===== src/rtl/jesd204b_tpl_pkg.sv =====
// ---------------------------------------------------------------------------
// jesd204b_tpl_pkg
// Shared definitions for the JESD204B transport layer (TX and RX sides).
//   - Derived framing constants: padded converter count (MP), lane frame
//     width in bits (FW), octets per lane per frame (F), slots per lane.
//   - Bit offsets of the fields inside one sample word, which is laid out
//     MSB first as {data, control, tail}.
//   - Encoding of the RX frame-alignment states.
// No ports; imported with "import jesd204b_tpl_pkg::*;".
// ---------------------------------------------------------------------------
package jesd204b_tpl_pkg;

  // SEARCH: waiting for a start-of-frame marker; ASSEMBLE: frames aligned.
  typedef enum logic {
    TPL_SEARCH   = 1'b0,
    TPL_ASSEMBLE = 1'b1
  } tpl_state_t;

  // Converter count rounded up to a whole number of converters per lane.
  function automatic int tpl_mp(input int lanes, input int converters);
    return ((converters + lanes - 1) / lanes) * lanes;
  endfunction

  // Width of one lane's share of a frame, in bits.
  function automatic int tpl_fw(input int lanes, input int converters,
                                input int samples, input int sample_size);
    return (samples * sample_size * tpl_mp(lanes, converters)) / lanes;
  endfunction

  // Octets per lane per frame.
  function automatic int tpl_f(input int lanes, input int converters,
                               input int samples, input int sample_size);
    return tpl_fw(lanes, converters, samples, sample_size) / 8;
  endfunction

  // Number of sample slots (including pad slots) carried by each lane.
  function automatic int tpl_slots_per_lane(input int lanes, input int converters,
                                            input int samples);
    return (tpl_mp(lanes, converters) * samples) / lanes;
  endfunction

  // Number of tail bits at the bottom of each sample word.
  function automatic int tpl_tail_width(input int resolution, input int control,
                                        input int sample_size);
    return sample_size - resolution - control;
  endfunction

  // LSB position of the control field inside a sample word.
  function automatic int tpl_ctrl_lsb(input int resolution, input int control,
                                      input int sample_size);
    return tpl_tail_width(resolution, control, sample_size);
  endfunction

  // LSB position of the data field inside a sample word.
  function automatic int tpl_data_lsb(input int resolution, input int sample_size);
    return sample_size - resolution;
  endfunction

endpackage


===== src/rtl/jesd204b_tpl_rx_lane_asm.sv =====
// ---------------------------------------------------------------------------
// jesd204b_tpl_rx_lane_asm
// Per-lane frame assembler. Collects the octets of one lane frame, first
// octet ending up in the most significant position.
// The register keeps octets 0..F-2; the final octet is taken straight from
// the input so that the complete lane frame word is available in the same
// cycle as the last accept, which lets the top register the unpacked
// samples with a single clock of latency.
// Ports:
//   clk    - rising-edge clock
//   reset  - asynchronous active-high reset, clears the register
//   load   - current octet is octet 0 of a frame (discard older contents)
//   shift  - current octet continues the frame
//   octet  - this lane's incoming octet
//   frame  - lane frame word {stored octets, current octet}, F*8 bits
// ---------------------------------------------------------------------------
module jesd204b_tpl_rx_lane_asm #(
  parameter int F = 4
) (
  input  logic             clk,
  input  logic             reset,
  input  logic             load,
  input  logic             shift,
  input  logic [7:0]       octet,
  output logic [8*F-1:0]   frame
);

  if (F == 1) begin : g_direct
    // One octet per frame: nothing to remember between cycles.
    assign frame = octet;
  end else begin : g_shift
    localparam int SW = 8 * (F - 1);

    logic [SW-1:0] sreg;
    logic [SW-1:0] shifted;

    if (F == 2) begin : g_one
      assign shifted = octet;
    end else begin : g_many
      assign shifted = {sreg[SW-9:0], octet};
    end

    // Load starts a fresh frame with zeros above octet 0 so a restarted
    // frame never mixes in octets from a discarded partial frame.
    always_ff @(posedge clk or posedge reset) begin
      if (reset) begin
        sreg <= '0;
      end else if (load) begin
        sreg <= SW'(octet);
      end else if (shift) begin
        sreg <= shifted;
      end
    end

    assign frame = {sreg, octet};
  end

endmodule


===== src/rtl/jesd204b_tpl_rx.sv =====
// ---------------------------------------------------------------------------
// jesd204b_tpl_rx
// JESD204B receive transport layer. Takes one octet per lane per clock from
// the RX link layer, aligns frames on rx_sof, and unpacks each completed
// frame into per-converter data and control fields with tail bits removed.
// Optional build macro: JESD204B_TPL_RX_TAIL_CHECK_EN adds a tail_err flag
// raised when any tail bit of a real (non-pad) sample is nonzero; without
// it tail_err is tied low.
// Ports:
//   clk              - rising-edge clock
//   reset            - asynchronous active-high reset
//   en               - block enable; low freezes all state
//   rx_valid         - rx_datain carries valid octets this cycle
//   rx_sof           - current octets are octet 0 of a frame on all lanes
//   rx_datain        - lane l octet at [8l+7:8l]
//   rx_dataout       - converter samples, converter 0 in the LSBs
//   rx_ctrlout       - control bits, same ordering as rx_dataout
//   rx_dataout_valid - one-cycle strobe per completed frame
//   frame_err        - one-cycle strobe on a misaligned start-of-frame
//   tail_err         - nonzero tail bits in the last completed frame
// ---------------------------------------------------------------------------
module jesd204b_tpl_rx
  import jesd204b_tpl_pkg::*;
#(
  parameter int LANES       = 4,
  parameter int CONVERTERS  = 8,
  parameter int RESOLUTION  = 11,
  parameter int CONTROL     = 2,
  parameter int SAMPLE_SIZE = 16,
  parameter int SAMPLES     = 1
) (
  input  logic                                 clk,
  input  logic                                 reset,
  input  logic                                 en,
  input  logic                                 rx_valid,
  input  logic                                 rx_sof,
  input  logic [LANES*8-1:0]                   rx_datain,
  output logic [SAMPLES*CONVERTERS*RESOLUTION-1:0] rx_dataout,
  output logic [SAMPLES*CONVERTERS*CONTROL-1:0]    rx_ctrlout,
  output logic                                 rx_dataout_valid,
  output logic                                 frame_err,
  output logic                                 tail_err
);

  localparam int FW       = tpl_fw(LANES, CONVERTERS, SAMPLES, SAMPLE_SIZE);
  localparam int F        = tpl_f(LANES, CONVERTERS, SAMPLES, SAMPLE_SIZE);
  localparam int NS       = CONVERTERS * SAMPLES;
  localparam int DATA_LSB = tpl_data_lsb(RESOLUTION, SAMPLE_SIZE);
  localparam int CTRL_LSB = tpl_ctrl_lsb(RESOLUTION, CONTROL, SAMPLE_SIZE);
  localparam int CW       = (F > 1) ? $clog2(F) : 1;

  tpl_state_t state, state_next;

  logic          accept;
  logic [CW-1:0] cnt, cnt_next, pos;
  logic          load_lane, shift_lane, complete, misalign;

  logic [LANES*FW-1:0]                     all_slots;
  logic [SAMPLES*CONVERTERS*RESOLUTION-1:0] data_next;
  logic [SAMPLES*CONVERTERS*CONTROL-1:0]    ctrl_next;

  assign accept = en & rx_valid;

  // One assembler per lane. Lane words are stacked lane 0 lowest, which
  // makes slot k sit at all_slots[k*SAMPLE_SIZE +: SAMPLE_SIZE] because each
  // lane holds consecutive slots with its lowest slot in the LSBs.
  for (genvar l = 0; l < LANES; l++) begin : g_lane
    jesd204b_tpl_rx_lane_asm #(
      .F(F)
    ) u_lane_asm (
      .clk   (clk),
      .reset (reset),
      .load  (load_lane),
      .shift (shift_lane),
      .octet (rx_datain[8*l +: 8]),
      .frame (all_slots[FW*l +: FW])
    );
  end

  // State register.
  always_ff @(posedge clk or posedge reset) begin
    if (reset) begin
      state <= TPL_SEARCH;
    end else begin
      state <= state_next;
    end
  end

  // Alignment is acquired on the first accepted sof and then kept; later
  // misalignment is handled by restarting the frame, not by leaving ASSEMBLE.
  always_comb begin
    state_next = state;
    if (state == TPL_SEARCH && accept && rx_sof) begin
      state_next = TPL_ASSEMBLE;
    end
  end

  // Octet position of the current accept: sof always means octet 0, so a
  // sof arriving mid-frame simply restarts the frame from this octet.
  always_comb begin
    pos        = cnt;
    load_lane  = 1'b0;
    shift_lane = 1'b0;
    complete   = 1'b0;
    misalign   = 1'b0;
    cnt_next   = cnt;
    case (state)
      TPL_SEARCH: begin
        if (accept && rx_sof) begin
          pos       = '0;
          load_lane = 1'b1;
        end
      end
      TPL_ASSEMBLE: begin
        if (accept) begin
          if (rx_sof) begin
            pos       = '0;
            load_lane = 1'b1;
            misalign  = (cnt != '0);
          end else begin
            shift_lane = 1'b1;
          end
        end
      end
      default: ;
    endcase
    if (load_lane || shift_lane) begin
      complete = (pos == CW'(F - 1));
      cnt_next = complete ? '0 : pos + 1'b1;
    end
  end

  // Unpack the real slots; pad slots beyond CONVERTERS*SAMPLES are dropped.
  always_comb begin
    data_next = '0;
    ctrl_next = '0;
    for (int k = 0; k < NS; k++) begin
      data_next[k*RESOLUTION +: RESOLUTION] = all_slots[k*SAMPLE_SIZE + DATA_LSB +: RESOLUTION];
      ctrl_next[k*CONTROL +: CONTROL]       = all_slots[k*SAMPLE_SIZE + CTRL_LSB +: CONTROL];
    end
  end

  // Frame counter and output registers; data holds between frames.
  always_ff @(posedge clk or posedge reset) begin
    if (reset) begin
      cnt              <= '0;
      rx_dataout       <= '0;
      rx_ctrlout       <= '0;
      rx_dataout_valid <= 1'b0;
      frame_err        <= 1'b0;
    end else begin
      cnt              <= cnt_next;
      rx_dataout_valid <= complete;
      frame_err        <= misalign;
      if (complete) begin
        rx_dataout <= data_next;
        rx_ctrlout <= ctrl_next;
      end
    end
  end

`ifdef JESD204B_TPL_RX_TAIL_CHECK_EN
  localparam int TAIL_W = tpl_tail_width(RESOLUTION, CONTROL, SAMPLE_SIZE);
  localparam logic [SAMPLE_SIZE-1:0] TAIL_MASK = SAMPLE_SIZE'((64'd1 << TAIL_W) - 64'd1);

  logic tail_bad;

  // Any set tail bit in a real slot flags the frame.
  always_comb begin
    tail_bad = 1'b0;
    for (int k = 0; k < NS; k++) begin
      tail_bad = tail_bad | (|(all_slots[k*SAMPLE_SIZE +: SAMPLE_SIZE] & TAIL_MASK));
    end
  end

  // Registered alongside the data so it describes the frame on rx_dataout.
  always_ff @(posedge clk or posedge reset) begin
    if (reset) begin
      tail_err <= 1'b0;
    end else if (complete) begin
      tail_err <= tail_bad;
    end
  end
`else
  assign tail_err = 1'b0;
`endif

endmodule


===== config.mk =====
export PLATFORM = sky130hd
export DESIGN_NAME = jesd204b_tpl_rx
export DESIGN_NICKNAME = d
export VERILOG_FILES = /design/src/rtl/jesd204b_tpl_pkg.sv /design/src/rtl/jesd204b_tpl_rx_lane_asm.sv /design/src/rtl/jesd204b_tpl_rx.sv
export SDC_FILE = /design/constraint.sdc
export NUM_CORES = 1
export LEC_CHECK = 0
export ABC_AREA = 0
export CORE_AREA = 8 8 134 136
export DETAILED_ROUTE_END_ITERATION = 8
export DIE_AREA = 0 0 142 144
export PLACE_DENSITY = 0.89
export SKIP_CTS_REPAIR_TIMING = 1
export SLEW_MARGIN = 20
export SYNTH_ARGS = -nofsm -noshare
export SYNTH_HDL_FRONTEND = slang
export SYNTH_SLANG_ARGS = --single-unit

===== constraint.sdc =====
create_clock -name clk -period 8.75 [get_ports clk]
set_input_delay 2.1875 -clock clk [delete_from_list [all_inputs] [get_ports clk]]
set_output_delay 2.1875 -clock clk [all_outputs]
set_load 0.01 [all_outputs]

==> impl_results.md, run 1 <==
* CP required at 9.12 ns
* Max rail drop VDD at 0.000244 V
* Vias in the first global route at 5141
* Final Util at 0.649
* Setup TNS at 0 ns
* Largest net degree at the start of global routing at 121
* Synth warn at 0
* Minimum clock period at 5.02 ns
* GR Util met3 at 0.0472
* Nets@finish at 694
* FF+latch count, synth at 205
* CP endpoint kind: register
* Max cap viols at 0
* Final Non-Filler Cells at 890
* Number of routed nets with antenna violations at 0
* Reg clk slew, reported paths at 0.06 ns
* Vias/cell at 5.10
* CP startpoint kind: input port
* Most common cell after layout, fill and taps aside: dfrtp_1
* GPL Wtd Cong at 0.729
* Area occupied by multi-input gates at 2780 um2
* Most frequent cells in the layout: dfrtp_1 (205), mux2_2 (201), clkdlybuf4s50_1 (141)
* GR Layer Usage met1 at 0.185
* Clk_lat worst skew at 0.49 ns
* Clock skew at 0.00884 ns
* Lkg Pwr at 0.00473 uW
* Register area at 5130 um2
* Die Span Y at 144 um
* Status: complete, no violations
* Largest area contributor in the netlist: dfrtp_1
* M2 GR Usage at 0.290
* Worst-Margin Slew at 1.01 ns
* Clock sink count at 205
* Final Max Slew Viols at 0
* Critical Path AT at 5.39 ns
* Max_slew headroom at 0.329
* CTS tree: yes
* Starting DRT DRC Count at 160
* Core Region at 16100 um2
* Type of the worst min-delay path: reg -> reg
* Compound-Gate Fraction of Synth Area at 0.00404
* Num CTS Buffers at 22
* Post-Route WL at 16200 um
* DRT Pass-1 Iters at 4
* Netlist cell types at 18
* Die Area at 20400 um2
* Layout cells sized above 1 at 0.364
* Fmax at 199 MHz
* Clock Tree Buf Depth at 3
* Initial antenna violation count at 0
* Mean Syn Cell Area at 15.7 um2
* Drt wl/cell at 18.1 um
* Critical path type: in -> reg
* Mapped Area at 8060 um2
* Overall routing resource usage at 0.162
* GRT Max-Usage Layer: met2
* P per Cell Area at 328 nW/um2
* Adder-Cell Fraction of Synth Area at 0.00155
* Layout Area Growth over Synthesis at 29.3%
* Vias at 4539
* Die width at 142 um
* Hold slack final at 0.498 ns
* Drt drc at 0
* Antenna cell count at 0
* Proportion of synthesized area in mux cells at 0.282
* Ranking of synthesized cells by area: dfrtp_1 (64%), mux2_2 (28%), nor2b_1 (5.0%), buf_2 (1.1%), buf_4 (0.75%)
* Post-placement cell count at 851
* First-pass GRT wire length at 26600 um
* Main combinational cell family by area after synthesis: multiplexers
* Number of H-tree levels at 1
* CTS Root Cell: clkbuf_16
* Gr ovfl total at 0
* Area share of the largest cell type after synthesis at 0.637
* Row count at 47
* Fill count at 1138
* Period utilisation layout at 0.574
* Input/output buffers at 142
* DP HPWL at 10400 um
* Synth Area in XOR/XNOR at 0
* Final Hold Viols at 0
* Syn Nets at 551
* Post-Synth Simple-Gate Area at 0.0543
* Io pins at 144
* Setup-failing EPs final at 0
* Post-synthesis sequential area ratio at 0.637
* Mapped Cells at 513
* RSZ-0062 raised after global routing: false
* Critical path peak fanout at 72
* Starting Density at 0.502
## stage by stage
stage / setup slack (ns) / power, uW / cell area [um2]
floorplan: 0.967 / 1900 / 8060
global placement: 3.26 / 2450 / 9650
detailed placement: 3.06 / 2510 / 9650
CTS: 3.60 / 3470 / 10400
global route: 3.52 / 3590 / 10400
finish: 3.73 / 3420 / 10400
## cells in the mapped netlist (all sizes together)
cell type	n
ha	1
conb	1
and2	2
nor2b	64
o21ai	1
o211ai	1
mux2	201
buf	26
and4b	1
nor2	1
mux2i	1
nand2b	1
o2111ai	1
dfrtp	205
inv	2
clkbuf	3
nand3	1
## sequential cells by signal, indices dropped and copies added (netlist names)
signal,flops
frame_err,1
rx_dataout_valid,1
rx_dataout,88
state,1
g_lane.u_lane_asm.g_shift.sreg,96
rx_ctrlout,16
cnt,2
## area by class of cell
| class | count | share of cell area |
|---|---|---|
| Sequential cell | 205 | 0.492 |
| Clock inverter | 6 | 0.00852 |
| Timing Repair Buffer | 148 | 0.142 |
| Clock buffer | 32 | 0.0623 |
| Inverter | 2 | 0.00144 |
| Multi-Input combinational cell | 277 | 0.267 |
| Tap cell | 220 | 0.0264 |
## layer usage
metal,up-vias,share of wire
met3,30,0.061
li1,2049,-
met2,113,0.52
met1,2347,0.40
met5,-,0
met4,0,0.022
## power by group
part / switching, uW / internal [uW]
clock: 360 / 574
combinational: 369 / 663
sequential: 185 / 1260
## final timing paths
kind,from,endpoint,slack (ns),cells past startpoint
max,rx_sof,rx_dataout[6]$_DFFE_PP0P_,3.73,9
min,g_lane[3].u_lane_asm.g_shift.sreg[9]$_DFFE_PP0P_,g_lane[3].u_lane_asm.g_shift.sreg[9]$_DFFE_PP0P_,0.50,1
max reg2reg,cnt[0]$_DFFE_PP0P_,rx_dataout[6]$_DFFE_PP0P_,6.07,6
min reg2reg,g_lane[3].u_lane_asm.g_shift.sreg[9]$_DFFE_PP0P_,g_lane[3].u_lane_asm.g_shift.sreg[9]$_DFFE_PP0P_,0.50,1
max in group asynchronous,reset,g_lane[1].u_lane_asm.g_shift.sreg[5]$_DFFE_PP0P_,5.22,3
min in group asynchronous,reset,rx_ctrlout[12]$_DFFE_PP0P_,2.26,2
## critical path, stage by stage
cell and delay, ns:
buf_2 0.08, buf_4 0.58, nand3_1 0.27, and2_1 0.25, ha_1 0.22, o2111ai_4 0.25, buf_16 0.24, buf_4 0.73
mux2_2 0.42
## logic make-up after synthesis
| family | count (synthesis) |
|---|---|
| AO/OA/AOI/OAI | 3 |
| AND/OR/NAND/NOR | 70 |
| other | 1 |
| buffers and inverters | 31 |
| multiplexers | 202 |
| adder cells (fa/ha/maj) | 1 |
| flip-flops | 205 |
Power figures use the tool's default switching activity.
==> run 2, diff against run 1 <==
- clock period: 8.75 -> 4.95 ns (I/O delays scaled with it)
==> impl_results.md, run 2 (synthesis results as in run 1) <==
* Largest net degree at the start of global routing at 206 (+70%)
* Hold Path Sink: g_lane[0].u_lane_asm.g_shift.sreg[9]$_DFFE_PP0P_
* Starting Density at 0.502 (unchanged)
* Critical Path AT at 3.68 ns (-1.71 ns)
* Largest regs: g_lane.u_lane_asm.g_shift.sreg (96), rx_dataout (88), rx_ctrlout (16)
* Die Area at 20400 um2 (unchanged)
* GR Util met3 at 0.0492 (+0.00198)
* Clock sink count at 205 (unchanged)
* CTS tree: yes
* Fmax at 302 MHz
* Die width at 142 um (unchanged)
* GPL Wtd Cong at 0.770 (+5.6%)
* GR Layer Usage met1 at 0.178 (-0.00725)
* Type of the worst min-delay path: reg -> reg
* Vias at 4483 (-1.2%)
* Overall routing resource usage at 0.157 (-0.00520)
* Number of H-tree levels at 1 (unchanged)
* Starting DRT DRC Count at 157 (-1.9%)
* CTS Root Cell: clkbuf_16
* Dpl ws at 1.14 ns (-1.92 ns)
* M2 GR Usage at 0.279 (-0.0113)
* DP HPWL at 10300 um (-0.96%)
* Final Hold Viols at 0 (unchanged)
* Status: complete, no violations
* Number of routed nets with antenna violations at 0 (unchanged)
* Initial antenna violation count at 0 (unchanged)
* P per Cell Area at 564 nW/um2 (+72%)
* Most common cell after layout, fill and taps aside: dfrtp_1
* Critical path peak fanout at 39 (-46%)
* CP startpoint kind: input port
* Lkg Pwr at 0.00470 uW (-0.64%)
* Drt drc at 0 (unchanged)
* Final Util at 0.645 (-0.00397)
* Critical Path Slowest Stage Cell: clkdlybuf4s50_1
* Worst-Margin Slew at 0.837 ns (-0.169 ns)
* Gr ovfl total at 0 (unchanged)
* Num CTS Buffers at 21 (-4.5%)
* Vias in the first global route at 5130 (-0.21%)
* Row count at 47 (unchanged)
* Worst Hold Path Cells at 1 (unchanged)
* CP top delay family: buffers and inverters
* Die Span Y at 144 um (unchanged)
* Antenna cell count at 0 (unchanged)
* Clock Tree Buf Depth at 3 (unchanged)
* Setup-failing EPs final at 0 (unchanged)
* Io pins at 144 (unchanged)
* WP buf/inv at 2 (-2)
* Minimum clock period at 3.31 ns
* Hold slack final at 0.497 ns (-0.000874 ns)
* RR Startpoint: state$_DFFE_PP0P_
* Reg clk slew, reported paths at 0.06 ns (about the same)
* Input/output buffers at 142 (unchanged)
* Max_slew headroom at 0.439 (+0.110)
* Clk_lat worst skew at 0.49 ns (about the same)
* HP Start: g_lane[0].u_lane_asm.g_shift.sreg[9]$_DFFE_PP0P_
* Clock skew at 0.00749 ns (-0.00135 ns)
* Critical path type: in -> reg
* Layout Area Growth over Synthesis at 28.6%
* Final Max Slew Viols at 0 (unchanged)
* GRT Max-Usage Layer: met2
* Total power at 5850 uW (+71%)
* Core Region at 16100 um2 (unchanged)
* Setup TNS at 0 ns (unchanged)
* Most frequent cells in the layout: dfrtp_1 (205), mux2_2 (201), clkdlybuf4s50_1 (141)
* Largest register FFs at 96 (unchanged)
* Vias/cell at 5.03 (-1.3%)
* CP required at 5.32 ns (-3.80 ns)
* Max rail drop VDD at 0.000415 V (+70%)
* Reg2reg end: g_lane[1].u_lane_asm.g_shift.sreg[23]$_DFFE_PP0P_
* Max cap viols at 0 (unchanged)
* CP endpoint kind: register
* Layout cells sized above 1 at 0.362 (-0.00203)
* Critical path's largest stage delay at 0.62 ns (-0.11 ns)
* R2R cell count at 3 (-3)
* Post-Route WL at 15700 um (-3.1%)
* Nets@finish at 694 (unchanged)
* Cells along the critical path: clkdlybuf4s50_1, nand3_1, and2_1, ha_1, o2111ai_4, buf_4, mux2_2
* RSZ-0062 raised after global routing: false
* First-pass GRT wire length at 26100 um (-1.8%)
* Period utilisation layout at 0.669
* Largest reg by FF count: g_lane.u_lane_asm.g_shift.sreg
* Drt wl/cell at 17.6 um (-3.2%)
* R2R Setup Slk at 2.67 ns (-3.40 ns)
* Final worst slack at 1.64 ns (-2.09 ns)
* DRT Pass-1 Iters at 2 (-2)
[run 2: how the worst max path moves through the flow]
stage / from / end / slack (ns) / depth (start not counted)
CTS: rx_valid / rx_dataout[77]$_DFFE_PP0P_ / 1.65 / 7
floorplan: reset / cnt[0]$_DFFE_PP0P_ / 1.05 / 1
finish: rx_valid / rx_ctrlout[15]$_DFFE_PP0P_ / 1.64 / 7
global placement: rx_valid / rx_ctrlout[12]$_DFFE_PP0P_ / 1.24 / 7
detailed placement: rx_valid / rx_dataout[77]$_DFFE_PP0P_ / 1.14 / 7
global route: rx_valid / rx_dataout[46]$_DFFE_PP0P_ / 1.56 / 7
[run 2: cell type report]
class / instances / area (um2)
Sequential cell: 205 / 5130
Clock inverter: 5 / 28.8
Multi-Input combinational cell: 277 / 2780
Inverter: 2 / 11.3
Clock buffer: 33 / 621
Tap cell: 220 / 275
Fill cell: 1123 / 5690
Timing Repair Buffer: 149 / 1510
[run 2: per-layer routing]
layer  vias to the layer above  share of wire
li1                       2058              -
met5                         -              0
met4                         0          0.015
met2                       106           0.52
met1                      2295           0.39
met3                        24          0.070
[run 2: worst register-to-register path, stage by stage (launching register included)]
cell,delay [ns]
dfrtp_1,0.46
o211ai_4,0.71
buf_4,0.56
mux2_2,0.43
[run 2: through the flow]
| stage | cell area (um2) | std cells |
|---|---|---|
| 2_1_floorplan | 8060 | 513 |
| 3_3_place_gp | 9680 | 852 |
| 3_5_place_dp | 9680 | 852 |
| 4_1_cts | 10300 | 890 |
| 5_1_grt | 10400 | 891 |
| 6_report | 10400 | 891 |
[run 2: report_power, final]
group	switching [uW]	internal [uW]	total, uW
combinational	657	1170	1830
sequential	315	2230	2550
clock	606	861	1470
